`src/rtl/apb_pkg.sv`:
```
// Shared types and default widths for the APB requester bridge.
package apb_pkg;

    localparam int unsigned APB_ADDR_W = 12;
    localparam int unsigned APB_DATA_W = 32;

    typedef enum logic [1:0] {
        IDLE   = 2'd0,
        SETUP  = 2'd1,
        ACCESS = 2'd2,
        RESP   = 2'd3
    } apb_mst_state_e;

endpackage

```
`src/rtl/apb_master_bridge.sv`:
```
// APB3 requester: one valid/ready command becomes one SETUP/ACCESS transfer and one response.
// Every output is a flop, so nothing combinational reaches the ports from any input.
module apb_master_bridge
    import apb_pkg::*;
#(
    parameter int unsigned ADDR_WIDTH     = APB_ADDR_W,
    parameter int unsigned DATA_WIDTH     = APB_DATA_W,
    parameter int unsigned TIMEOUT_CYCLES = 16
) (
    input  logic                  clk,
    input  logic                  reset_n,

    input  logic                  cmd_valid_i,
    output logic                  cmd_ready_o,
    input  logic                  cmd_write_i,
    input  logic [ADDR_WIDTH-1:0] cmd_addr_i,
    input  logic [DATA_WIDTH-1:0] cmd_wdata_i,

    output logic                  rsp_valid_o,
    input  logic                  rsp_ready_i,
    output logic [DATA_WIDTH-1:0] rsp_rdata_o,
    output logic                  rsp_err_o,

    output logic                  psel_o,
    output logic                  penable_o,
    output logic                  pwrite_o,
    output logic [ADDR_WIDTH-1:0] paddr_o,
    output logic [DATA_WIDTH-1:0] pwdata_o,
    input  logic [DATA_WIDTH-1:0] prdata_i,
    input  logic                  pready_i,
    input  logic                  pslverr_i
);

    localparam int unsigned    CntW    = $clog2(TIMEOUT_CYCLES) + 1;
    localparam logic [CntW-1:0] CntLast = CntW'(TIMEOUT_CYCLES - 1);

    apb_mst_state_e  state_q;
    logic [CntW-1:0] wait_cnt_q;

    always_ff @(posedge clk or negedge reset_n) begin
        if (!reset_n) begin
            state_q     <= IDLE;
            wait_cnt_q  <= '0;
            cmd_ready_o <= 1'b1;
            rsp_valid_o <= 1'b0;
            rsp_rdata_o <= '0;
            rsp_err_o   <= 1'b0;
            psel_o      <= 1'b0;
            penable_o   <= 1'b0;
            pwrite_o    <= 1'b0;
            paddr_o     <= '0;
            pwdata_o    <= '0;
        end else begin
            case (state_q)
                IDLE: begin
                    if (cmd_valid_i) begin
                        state_q     <= SETUP;
                        cmd_ready_o <= 1'b0;
                        psel_o      <= 1'b1;
                        penable_o   <= 1'b0;
                        pwrite_o    <= cmd_write_i;
                        paddr_o     <= cmd_addr_i;
                        pwdata_o    <= cmd_write_i ? cmd_wdata_i : '0;
                    end
                end

                SETUP: begin
                    state_q   <= ACCESS;
                    penable_o <= 1'b1;
                end

                ACCESS: begin
                    // A ready on the last allowed edge completes normally rather than aborting.
                    if (pready_i) begin
                        state_q     <= RESP;
                        psel_o      <= 1'b0;
                        penable_o   <= 1'b0;
                        rsp_valid_o <= 1'b1;
                        rsp_rdata_o <= pwrite_o ? '0 : prdata_i;
                        rsp_err_o   <= pslverr_i;
                    end else if (wait_cnt_q == CntLast) begin
                        state_q     <= RESP;
                        psel_o      <= 1'b0;
                        penable_o   <= 1'b0;
                        rsp_valid_o <= 1'b1;
                        rsp_rdata_o <= '0;
                        rsp_err_o   <= 1'b1;
                    end else begin
                        wait_cnt_q <= wait_cnt_q + 1'b1;
                    end
                end

                RESP: begin
                    if (rsp_ready_i) begin
                        state_q     <= IDLE;
                        rsp_valid_o <= 1'b0;
                        wait_cnt_q  <= '0;
                        cmd_ready_o <= 1'b1;
                    end
                end

                default: begin
                    state_q <= IDLE;
                end
            endcase
        end
    end

endmodule

```
`config.mk`:
```
export PLATFORM = sky130hd
export DESIGN_NAME = apb_master_bridge
export DESIGN_NICKNAME = d
export VERILOG_FILES = /design/src/rtl/apb_pkg.sv /design/src/rtl/apb_master_bridge.sv
export SDC_FILE = /design/constraint.sdc
export NUM_CORES = 1
export LEC_CHECK = 0
export ABC_AREA = 1
export CORE_ASPECT_RATIO = 1.25
export CORE_MARGIN = 1.5
export CORE_UTILIZATION = 45
export CTS_CLUSTER_SIZE = 14
export DETAILED_ROUTE_END_ITERATION = 10
export PLACE_DENSITY_LB_ADDON = 0.3
export SETUP_SLACK_MARGIN = 0.2
export SLEW_MARGIN = 10
export SYNTH_ARGS = -nofsm -noshare
export SYNTH_HDL_FRONTEND = slang
export SYNTH_SLANG_ARGS = --single-unit
```
`constraint.sdc`:
```
create_clock -name clk -period 4.5 [get_ports clk]
set_input_delay 0.9 -clock clk [delete_from_list [all_inputs] [get_ports clk]]
set_output_delay 0.9 -clock clk [all_outputs]
set_load 0.02 [all_outputs]
```
[Yosys cells after proc, flatten, opt, wreduce, memory -nomap -nowiden]
Index checks and enable logic that the tools add are counted.
Cells by class
  shift operators: 0
  bitwise operators: 0
  equal/unequal tests: 9
  mux-type cells: 26
  add/sub/neg operators: 1
  divide/modulo/power cells: 0
  reductions and logical operators: 14
  magnitude comparators: 0
  multipliers: 0
Operators with widths (count)
  two-way mux 32 bit: 4
  two-way mux 5 bit: 3
  AND reduction 3 bit: 5
  case mux 5 bit (2 select lines): 1
  two-way mux 1 bit: 9
  two-way mux 2 bit: 4
  != test 2 bit, second input constant: 4
  case mux 2 bit (4 select lines): 1
  nonzero test 2 bit: 4
  case mux 1 bit (2 select lines): 3
  adder 5 x 1 -> 5 bit, second input constant: 1
  equality test 5 x 4 -> 1 bit, second input constant: 1
  equality test 2 bit, second input constant: 2
  AND reduction 2 bit: 2
  AND reduction 4 bit: 1
  != test 3 bit, second input constant: 1
  case mux 1 bit (3 select lines): 1
  nonzero test 3 bit: 1
  equality test 2 x 1 -> 1 bit, second input constant: 1
  zero test 2 bit: 1
Word-level totals
  word-level logic and storage cells: 61
  bits of input ports: 83
  memory bits (writable): 0
  bits in registers: 89
  memories: 0
  output and inout port bits: 82
  bits in read-only memories: 0
  latch bits: 0

[Logic depth before layout (Yosys ltp)]
Gate-level depths: netlist of the first run.
  word-level depth: 4
  depth in mapped cells: 10
  depth with buffers taken out: 10

[Worst setup path before layout of the first run]
OpenSTA, ideal clock, no wires.
  path type: in2reg
  from: in cmd_valid_i
  to: reg pwdata_o[21]
  path buffers: 2
  slack: 2.972 ns
  cell stages on the path: 5
  data required time: 4.365 ns
  data arrival time: 1.393 ns
  path through: nand2_2 -> buf_4 -> buf_2 -> nand2_1 -> o21ai_0
On the way
  cells in the longest elaborated chain, start to end: 1
Ends and longest elaborated chain
  start: declaration: RTL line apb_master_bridge.sv:13  | input logic cmd_valid_i,
  AND reduction 2 bit (no line)
  end signal: assignment: RTL line apb_master_bridge.sv:63  | pwdata_o <= cmd_write_i ? cmd_wdata_i : '0;
  end: declaration: RTL line apb_master_bridge.sv:28  | output logic [DATA_WIDTH-1:0] pwdata_o,
No other way between the ends.
A chain may end at the register's enable or synchronous reset.

[Worst setup path in the final report of the first run]
  from: reg cmd_ready_o
  to: out cmd_ready_o
RTL lines
  start: declaration: RTL line apb_master_bridge.sv:14  | output logic cmd_ready_o,
  start signal: assignment: RTL line apb_master_bridge.sv:44  | cmd_ready_o <= 1'b1;
  start signal: assignment: RTL line apb_master_bridge.sv:58  | cmd_ready_o <= 1'b0;
  start signal: assignment: RTL line apb_master_bridge.sv:98  | cmd_ready_o <= 1'b1;
No word-level cell between the ends.

==> metrics.txt, run 1 <==
status=completed; DR pass1 iterations=4; most numerous cell in the Yosys netlist=nand2_1; Nets=658; maximum VDD drop=0.338 mV; Buffers on Ports=164; Routed Antenna Nets=0; final setup fails=0; Syn Nets=505; dpl cell area=5330 sq um; Worst Path Buf+Inv=1; initial antenna violation count=0; most frequent cells after synthesis=nand2_1 (185), dfrtp_1 (88), o21ai_0 (40), nand3_1 (37), inv_1 (12); H-tree level count=3; CP endpoint kind=primary output; CTS sink count=89; first-pass GRT wire length=15,800 microns; asr flop ratio synth=100%; CTS tree=built; Longest Clk Path Bufs=2; largest net degree at the start of global routing=90; Slew HR=26.6%; fin area=5550 sq um; critical path class=flop to primary output; Hold Crit Class=flop to flop; Crit Path Max Fanout=2; post-CTS sizing=0; Yosys top cell by area=dfrtp_1; layout cell share with drive strength beyond 1=4.88%; Yosys top cell area share=59.3%; Crit path arrival time=1.48 ns; Least-Margin Pin Slew=1.10 ns; fmax=420 MHz; Antenna Cells=0; Worst-path clk slew=0.09 ns; skew final=0.0105 ns; Tcrit/Tclk final=52.9%; full die area=8800 sq um; IO Pins=165; number of remaining DRC errors=0; fill count=642; number of CTS-inserted buffers=9; synthesized area per cell=8.92 sq um; Root Driver=clkbuf_8; Die Span X=84.2 microns; critical-path cell list=clkdlybuf4s50_1; DP HPWL=6680 microns; post-DR wirelength/cell=14.1 microns; RD Place Congestion=0.786; max incr delay on CP=0.59 ns; Area growth, synth to finish=49.7%; vias in the first global route=3,318; drt initial violations=165; Post-synth EDFFs=0; Yosys warnings=0; slowest CP cell=clkdlybuf4s50_1; endpoints failing hold=0; Initial Utilization=47.1%; Startpoint Class=flop; register bit count reported by yosys=89; WHS=0.477 ns; register area share after synthesis=60.0%; gr usage total=22.4%; Reg area=2230 sq um; top cells by area, synth=dfrtp_1 (59%), nand2_1 (19%), o21ai_0 (5.4%), nand3_1 (5.0%), ha_1 (2.0%); Worst-Skew Late Latency=0.36 ns; Setup Buffers After CTS=0; post-layout minimum cycle time=2.38 ns; RSZ-0062 raised after global routing=no; final WL=9410 microns; Sum Neg Setup Slack=0 ns; Via density=4.84; Multi-input gate area=1280 sq um; # Max-Cap Violations=0; Leak Pwr=2.64 nW; Max Slew Vio Count=0; Yosys cell types=21; hold_buf cts=0; area of the mapped netlist=3710 sq um; CORE AREA=7880 sq um; Synth Flop Type=dfrtp_1; row count=36; height of the die=105 microns; Syn Inst Count=416; vias post-DR=3,236; Worst EP required=3.60 ns; total gr overflow=0; Pwr per Cell Area=673 nW/um^2; crit-path leading delay family=buffers and inverters
==> per-stage QoR <==
step,util (%),total power [mW],cells,setup WS [ns]
after CTS,70.5,3.78,669,2.09
after floorplan,-,2.31,416,2.97
after global routing,70.5,3.99,669,2.07
after global placement,67.6,3.10,653,2.06
final,70.5,3.74,669,2.12
after detailed placement,67.6,3.15,653,1.95
==> logic make-up (layout without fill, tap and decap cells) <==
kind of cell             after synthesis  after routing  share of synthesized area, %
AND/OR/NAND/NOR                      239            239                          26.2
flip-flops                            89             89                          60.0
buffers and inverters                 37            195                          5.50
adder cells (fa/ha/maj)                6              6                          2.02
AO/OA/AOI/OAI                         45             45                          6.20
==> worst min-delay path, cell delays in order, from the launching register on <==
cell     delay (ns)
dfrtp_1        0.34
nand2_1        0.05
nand2_1        0.05
==> power breakdown <==
| part | total, mW | internal [mW] | switching, mW |
|---|---|---|---|
| Sequential | 1.33 | 1.14 | 0.194 |
| Combinational | 1.79 | 0.791 | 1.00 |
| Clock | 0.613 | 0.329 | 0.284 |
| Total | 3.74 | 2.26 | 1.48 |
==> worst paths after layout <==
check / startpoint / cells after the start / slack [ns] / endpoint
worst max-delay path: cmd_ready_o / 1 / 2.12 / cmd_ready_o
worst min register to register: rsp_rdata_o[9] / 2 / 0.48 / rsp_rdata_o[9]
worst min-delay path: rsp_rdata_o[9] / 2 / 0.48 / rsp_rdata_o[9]
min in group asynchronous: reset_n / 1 / 0.74 / wait_cnt_q[0]
max in group asynchronous: reset_n / 1 / 3.06 / paddr_o[0]
worst max register to register: wait_cnt_q[0] / 10 / 2.66 / wait_cnt_q[2]
==> flip-flops by register name, summed over array words and instances, names as in the netlist, 2 cells and up <==
register and flops:
pwdata_o 32, rsp_rdata_o 32, paddr_o 12, wait_cnt_q 5, state_q 2
==> metal layers <==
layer	track usage, %	wire length, microns	vias to the layer above
met5	0	0	-
met4	10.1	181	0
met3	6.95	806	13
met2	36.9	4730	127
met1	27.0	3690	1480
li1	-	-	1616
==> layout by cell type, fill, tap and decap left out, drive strengths merged, types with 6 or more instances in the layout <==
| master | n |
|---|---|
| nand2 | 190 |
| clkdlybuf4s50 | 163 |
| dfrtp | 88 |
| o21ai | 44 |
| nand3 | 37 |
| inv | 15 |
| clkbuf | 10 |
| nor2 | 9 |
| ha | 6 |
==> layout make-up <==
class | instances | share of cell area (%)
tap | 95 | 2.14
clock inverter | 6 | 1.60
multi-input combinational | 290 | 23.0
timing repair buffer | 165 | 29.6
sequential | 89 | 40.1
clock buffer | 10 | 2.48
inverter | 14 | 0.991
(Power assumes the default switching activity.)
==> inputs of run 2 (changes only) <==
--- a/config.mk
+++ b/config.mk
@@ -8,7 +8,7 @@
 export ABC_AREA = 1
 export CORE_ASPECT_RATIO = 1.25
 export CORE_MARGIN = 1.5
-export CORE_UTILIZATION = 45
+export CORE_UTILIZATION = 38
 export CTS_CLUSTER_SIZE = 14
 export DETAILED_ROUTE_END_ITERATION = 10
 export PLACE_DENSITY_LB_ADDON = 0.3
==> constraint.sdc (replaced) <==
create_clock -name clk -period 2.1 [get_ports clk]
set_input_delay 0.42 -clock clk [delete_from_list [all_inputs] [get_ports clk]]
set_output_delay 0.42 -clock clk [all_outputs]
set_load 0.02 [all_outputs]
==> run 2 against run 1 <==
  * Clock power grew to 2.8 times the previous value
  * First-iteration DRC count shrank 15%
  * Cell count grew 5.5%
  * Setup slack lost 1.9 ns
  * Core utilization shrank 10 points
  * Combinational power grew 120%
  * Highest routed layer unchanged
  * Routed wire length shrank 0.62%
  * Critical path depth is the same
  * Critical endpoint unchanged
  * Cell area grew 3.3%
==> metrics.txt, run 2 (synthesis results as in run 1) <==
status=completed (unchanged); Leak Pwr=2.72 nW (was 2.64 nW); largest net degree at the start of global routing=44 (was 90); post-DR wirelength/cell=13.2 microns (was 14.1 microns); Nets=665 (was 658); Longest Clk Path Bufs=2 (unchanged); CTS tree=built (unchanged); post-layout minimum cycle time=1.87 ns; Antenna Cells=0 (unchanged); Root Driver=clkbuf_16 (was clkbuf_8); Startpoint Class=flop (unchanged); # Max-Cap Violations=0 (unchanged); H-tree level count=3 (unchanged); Crit Path Max Fanout=2 (unchanged); Max Slew Vio Count=0 (unchanged); drt initial violations=140 (was 165); Worst Path Buf+Inv=1 (unchanged); Crit path arrival time=1.45 ns (was 1.48 ns); Tcrit/Tclk final=89.1%; commonest cells after routing, fill and taps aside=nand2_1 (185), clkdlybuf4s50_1 (163), dfrtp_1 (88) (unchanged); endpoints failing hold=0 (unchanged); CORE AREA=9560 sq um (was 7880 sq um); DR pass1 iterations=4 (unchanged); Cell Count, Final, Fillers Out=706 (was 669); placed instance count=691 (was 653); CP endpoint kind=primary output (unchanged); Area growth, synth to finish=54.7% (was 49.7%); crit-path leading delay family=buffers and inverters (unchanged); skew final=0.00509 ns (was 0.0105 ns); Least-Margin Pin Slew=0.539 ns (was 1.10 ns); vias post-DR=3,299 (was 3,236); Via density=4.67 (was 4.84); critical path class=flop to primary output (unchanged); Sum Neg Setup Slack=0 ns (unchanged); max incr delay on CP=0.59 ns (about the same); CTS sink count=89 (unchanged); IO Pins=165 (unchanged); critical-path cell list=clkdlybuf4s50_1 (unchanged); first-pass GRT wire length=15,300 microns (was 15,800 microns); hold_buf cts=0 (unchanged); full die area=10,400 sq um (was 8800 sq um); Worst-path clk slew=0.06 ns (was 0.09 ns); Initial Utilization=38.8% (was 47.1%); Worst EP required=1.68 ns (was 3.60 ns); fmax=534 MHz; Pwr per Cell Area=1470 nW/um^2 (was 673 nW/um^2); Slew HR=64.0% (was 26.6%); row count=40 (was 36); Die Span X=91.4 microns (was 84.2 microns); number of remaining DRC errors=0 (unchanged); Worst-Skew Late Latency=0.34 ns (was 0.36 ns); layout cell share with drive strength beyond 1=5.86% (was 4.88%); DP HPWL=6790 microns (was 6680 microns); Top Registers=pwdata_o: 32 flops, rsp_rdata_o: 32 flops, paddr_o: 12 flops (unchanged); leading cell type in the layout, fill and taps excluded=nand2_1 (unchanged); final setup fails=0 (unchanged); vias in the first global route=3,280 (was 3,318); RSZ-0062 raised after global routing=no (unchanged); final WL=9350 microns (was 9410 microns); total gr overflow=0 (unchanged); RD Place Congestion=0.822 (was 0.786); initial antenna violation count=0 (unchanged); number of CTS-inserted buffers=9 (unchanged); Routed Antenna Nets=0 (unchanged); gr usage total=18.6% (was 22.4%); height of the die=113 microns (was 105 microns); Buffers on Ports=164 (unchanged); maximum VDD drop=0.630 mV (was 0.338 mV); Hold Crit Class=primary input to async pin (was flop to flop); slowest CP cell=clkdlybuf4s50_1 (unchanged)
==> run 2: changes by cell type in the layout (fill, tap and decap cells not counted) <==
cell,change
clkbuf_16,+9
clkbuf_8,-9
buf_4,+7
clkinvlp_4,-2
clkinv_2,+1
inv_4,-1
inv_6,+1
==> run 2: path summary, 6_finish.rpt <==
kind                       depth (start not counted)            start  slack, ns              end
min reg2reg                                        2  rsp_rdata_o[27]       0.47  rsp_rdata_o[27]
min in group clk                                   2  rsp_rdata_o[27]       0.47  rsp_rdata_o[27]
min                                                1          reset_n       0.07     pwdata_o[15]
max reg2reg                                       10    wait_cnt_q[0]       0.38    wait_cnt_q[2]
max in group asynchronous                          2          reset_n       1.39  rsp_rdata_o[19]
max                                                1      cmd_ready_o       0.23      cmd_ready_o
==> run 2: power breakdown <==
part | switching [mW] | internal, mW
combinational | 2.15 | 1.73
clock | 0.642 | 1.07
sequential | 0.417 | 2.44
==> run 2: through the flow <==
step | instance area, sq um | util [%] | setup slack, ns | total power [mW] | hold slack (ns)
5_1_grt | 5740 | 60.0 | 0.200 | 9.00 | 0.112
6_report | 5740 | 60.0 | 0.228 | 8.44 | 0.0693
2_1_floorplan | 3710 | - | 0.667 | 4.94 | 0.124
3_3_place_gp | 5420 | 56.7 | 0.348 | 6.69 | 0.445
4_1_cts | 5740 | 60.0 | 0.211 | 8.52 | 0.0817
3_5_place_dp | 5420 | 56.7 | 0.333 | 6.78 | 0.446
==> run 2: timing repair <==
action                     CTS  global route
setup buffers                0             0
resized for setup            0             1
setup endpoints to repair    0             4
==> run 2: cell type report <==
class                           instances  area [sq um]
Fill cell                             832          3820
Sequential cell                        89          2230
Timing Repair Buffer                  172          1700
Multi-Input combinational cell        290          1280
Clock buffer                           10           239
Tap cell                              126           158
Clock inverter                          5          78.8
Inverter                               14          57.6
==> run 2: per-layer routing <==
| layer | GRT usage [%] | wire, microns | share of wire (%) |
|---|---|---|---|
| met5 | 0 | 0 | 0 |
| met4 | 9.06 | 176 | 1.9 |
| met3 | 6.40 | 870 | 9.3 |
| met2 | 30.8 | 4490 | 48 |
| met1 | 21.5 | 3820 | 41 |
==> RTL change 1, RTL diff (settings of run 2) <==
Reset style: synchronous (`reset_n`), changed in one clocked block.
--- a/src/rtl/apb_master_bridge.sv
+++ b/src/rtl/apb_master_bridge.sv
@@ -37,7 +37,7 @@
     apb_mst_state_e  state_q;
     logic [CntW-1:0] wait_cnt_q;
 
-    always_ff @(posedge clk or negedge reset_n) begin
+    always_ff @(posedge clk) begin
         if (!reset_n) begin
             state_q     <= IDLE;
             wait_cnt_q  <= '0;
Behaviour: differs if reset_n is asserted again (counterexample within 4 cycles, from zero or initial values and one cycle with reset_n low); with reset_n held inactive, the same outputs for 4 cycles.
==> RTL change 1 against run 2 <==
Critical path depth is the same; synthesized area fell by 6.5%; worst setup slack improved by 0.074 ns; fmax up 4.1%; worst hold slack improved by 0.40 ns; core utilization rose by 1.4 points; sequential share of layout area fell by 5.9 points; clock skew increased by 0.0014 ns; sequential cell count stayed put; count of clock-buffer cells in the layout increased by 4; routed wire length is 0.90% higher; cell area shrank 5.8%.
Power is not compared: it rests on default switching activity, and its combinational part moved more than twofold at a synthesized area within 25%.
==> RTL change 1: results (changes against run 2) <==
First-pass iteration count of the detailed router -> 4 (unchanged)
Share of synthesized area occupied by flip-flops and latches -> 51.4% (-8.7 points)
Fill cell instance count of the final layout -> 762 (-8.4%)
Worst Setup Slack post-DPL -> 0.241 ns (-0.0922 ns)
Crit-path max cell delay -> 0.65 ns (+0.06 ns)
Routed Wire Length -> 9.44 mm (+0.90%)
Weighted congestion reported at the end of routability-driven placement -> 0.829 (+0.86%)
CTS clk-pin slew, worst paths -> 0.08 ns (+0.02 ns)
Total routing usage reported by global routing -> 19.4% (+0.81 points)
Reported leakage power -> 2.08 nW
Outcome -> completed
Registers with the most flip-flops -> pwdata_o x32, rsp_rdata_o x32, paddr_o x12
Wire length of the first global-routing pass -> 14.4 mm (-5.9%)
Estimated wirelength of the detail-placed design -> 6.88 mm (+1.3%)
Worst min path class -> flop to flop
Clock root buffer master -> clkbuf_8
Ratio of cells with drive above 1 in the final layout -> 3.99% (-1.9 points)
Count of cell types in the netlist -> 19 (-9.5%)
Transition time of the tightest slew-check pin -> 0.372 ns (-0.167 ns)
Number of global-route vias before repair -> 3235 (-1.4%)
Arrival @ worst endpoint -> 1.38 ns (-0.07 ns)
Fraction of registers with async set or reset after synthesis -> 0% (-100 points)
Worst clock skew -> 0.00648 ns (+0.00140 ns)
Maximum number of pins on one net before global-route repair -> 73 (+66%)
Cell area after placement -> 5240 sq um (-3.2%)
Largest fanout on the critical path -> 3 (+1)
Most area-consuming cells after synthesis -> dfxtp_1 (51%), nand2_1 (14%), a21oi_1 (10%)
Vias/cell -> 4.59 (-1.7%)
Net count of the finished layout -> 713 (+7.2%)
Synth cell count leaders -> nand2_1 (127), dfxtp_1 (89), a21oi_1 (72)
Post-synthesis net count -> 554 (+9.7%)
RTL change 1: final timing paths:
| check | slack (ns) | depth (start not counted) | to | start |
|---|---|---|---|---|
| min reg2reg | 0.46 | 2 | rsp_valid_o$_SDFFE_PN0P_ | rsp_valid_o$_SDFFE_PN0P_ |
| min | 0.46 | 2 | rsp_valid_o$_SDFFE_PN0P_ | rsp_valid_o$_SDFFE_PN0P_ |
| max | 0.30 | 1 | pwrite_o | pwrite_o$_SDFFE_PN0P_ |
| max reg2reg | 0.35 | 10 | wait_cnt_q[4]$_SDFFE_PN0P_ | wait_cnt_q[0]$_SDFFE_PN0P_ |
RTL change 1: per-layer routing:
layer	up-vias	global-route usage, %	routed length (um)
met3	16	5.41	741
met4	0	11.5	262
li1	1750	-	-
met2	120	34.5	4850
met5	-	0	0
met1	1546	20.1	3580
RTL change 1: cell families (layout without fill, tap and decap cells):
family / count (synthesis) / in the layout / synth area share, %
AOI/OAI and AO/OA: 88 / 88 / 12.7
adders and majority gates: 6 / 6 / 2.16
buffers and inverters: 71 / 233 / 7.97
DFF: 89 / 89 / 51.4
and+or+nand+nor: 211 / 211 / 25.8
RTL change 1: final cells by class:
| class | instances | share of cell area (%) |
|---|---|---|
| repair buffers | 171 | 31.8 |
| flip-flops and latches | 89 | 33.0 |
| inverters | 48 | 3.33 |
| well taps | 120 | 2.78 |
| multi-input cells | 305 | 26.1 |
| clock buffers | 14 | 3.01 |
RTL change 1: where the power goes:
part / switching (mW) / internal (mW)
logic: 0.986 / 0.789
registers: 0.135 / 1.93
clock network: 0.549 / 0.485
RTL change 1: worst reg2reg max path, cell delays in order (launching register included):
cell and delay [ns]:
dfxtp_1 0.34, ha_1 0.22, nand2_1 0.09, nor2_1 0.05
ha_1 0.19, nand2_1 0.07, nand2_1 0.11, inv_2 0.12
nand2_1 0.11, o21ai_0 0.26, nor2_1 0.09
RTL change 1: stage by stage:
step,hold slack (ns),util (%),std cells
after floorplan,0.457,-,465
after global placement,0.450,59.6,733
after detailed placement,0.457,59.6,733
after CTS,0.467,61.5,747
after global routing,0.483,61.5,747
final,0.465,61.5,747
==> RTL change 2, RTL diff (settings of run 2) <==
Made on the original files. The parameter `TIMEOUT_CYCLES` goes from 16 to 8.
--- a/src/rtl/apb_master_bridge.sv
+++ b/src/rtl/apb_master_bridge.sv
@@ -5,7 +5,7 @@
 #(
     parameter int unsigned ADDR_WIDTH     = APB_ADDR_W,
     parameter int unsigned DATA_WIDTH     = APB_DATA_W,
-    parameter int unsigned TIMEOUT_CYCLES = 16
+    parameter int unsigned TIMEOUT_CYCLES = 8
 ) (
     input  logic                  clk,
     input  logic                  reset_n,
Function: same outputs for any inputs over 4 cycles, from zero or initial values and one cycle with reset_n low; that may be too few to reach the edited logic, so the function may still have changed.
==> RTL change 2 against run 2 <==
The flow now finishes with violations (negative hold slack); die area is 0.69% higher; sequential cell count is 1 lower; clock power is 12% lower; total power is 2.8% higher; synthesized cell count is 0.96% higher; cell area is 0.39% lower; synthesized area is 0.71% higher; routed wire length is 4.4% higher; worst setup slack better by 0.12 ns.
==> RTL change 2: results (changes against run 2) <==
Average size of a mapped cell -> 8.90 sq um (-0.25%)
Worst setup path endpoint -> rsp_rdata_o[5]
Hold violation total from the final report -> 1 (+1)
Number of global-route vias before repair -> 3208 (-2.2%)
Worst ir drop on vdd -> 0.000786 V (+25%)
Worst r2r src -> state_q[0]$_DFFE_PN0P_
Non-clk invs -> 13 (-1)
Violations in the final reports -> negative hold slack
Slack of the worst reg-to-reg path -> 0.53 ns (+0.15 ns)
Synth cell count leaders -> nand2_1 (191), dfrtp_1 (87), nand3_1 (36), o21ai_0 (36), inv_1 (12)
Estimated wirelength of the detail-placed design -> 6.99 mm (+2.9%)
Outcome -> finished, violations left
Post-synthesis net count -> 509 (+0.79%)
Width of the die -> 91.7 um (+0.34%)
DR WL/cell -> 13.8 um (+4.0%)
Reported leakage power -> 2.74 nW (+0.59%)
Total routing usage reported by global routing -> 19.2% (+0.61 points)
Remaining max-slew budget at the tightest pin -> 67.5% (+3.5 points)
Cell area after placement -> 5430 sq um (+0.25%)
Reg2Reg Depth -> 7 (-3)
Switching fraction of total power -> 39.5% (+1.5 points)
Most area-consuming cells after synthesis -> dfrtp_1 (58%), nand2_1 (19%), nand3_1 (4.8%)
Layout clock area frac -> 4.99% (-0.55 points)
Count of plain and timing-repair buffers in the layout -> 171 (-0.58%)
Sequential cell count -> 88 (-1.1%)
GR Layer Usage met1 -> 23.6% (+2.1 points)
Number of clock buffer instances in the layout -> 12 (+2)
Final Hold Slack -> -0.000197 ns (-0.0695 ns)
Length of routed met3 wiring -> 468 um (-46%)
Maximum number of pins on one net before global-route repair -> 77 (+75%)
GRT met3 Usage -> 2.93% (-3.5 points)
Wire length of the first global-routing pass -> 15.7 mm (+2.4%)
Worst clock skew -> 0.0115 ns (+0.00640 ns)
RTL change 2: power groups by stage:
stage / combinational, mW / clock, mW / sequential [mW]
floorplan: 1.41 / 0 / 3.84
global placement: 4.19 / 0 / 2.95
detailed placement: 4.27 / 0 / 2.98
CTS: 4.28 / 1.56 / 2.95
global route: 4.61 / 1.63 / 3.05
finish: 4.22 / 1.51 / 2.95
RTL change 2: repair_timing:
| action | CTS | global route |
|---|---|---|
| resized for setup | 1 | 0 |
| setup endpoints to repair | 1 | 0 |
| hold buffers | 0 | 0 |
RTL change 2: kinds of logic after synthesis:
kind of cell / after synthesis / synth area share, %
AO/OA/AOI/OAI: 39 / 5.22
XOR/XNOR: 1 / 0.234
adder cells (fa/ha/maj): 6 / 2.01
buffers and inverters: 37 / 6.16
flip-flops: 88 / 59.0
AND/OR/NAND/NOR: 249 / 27.4
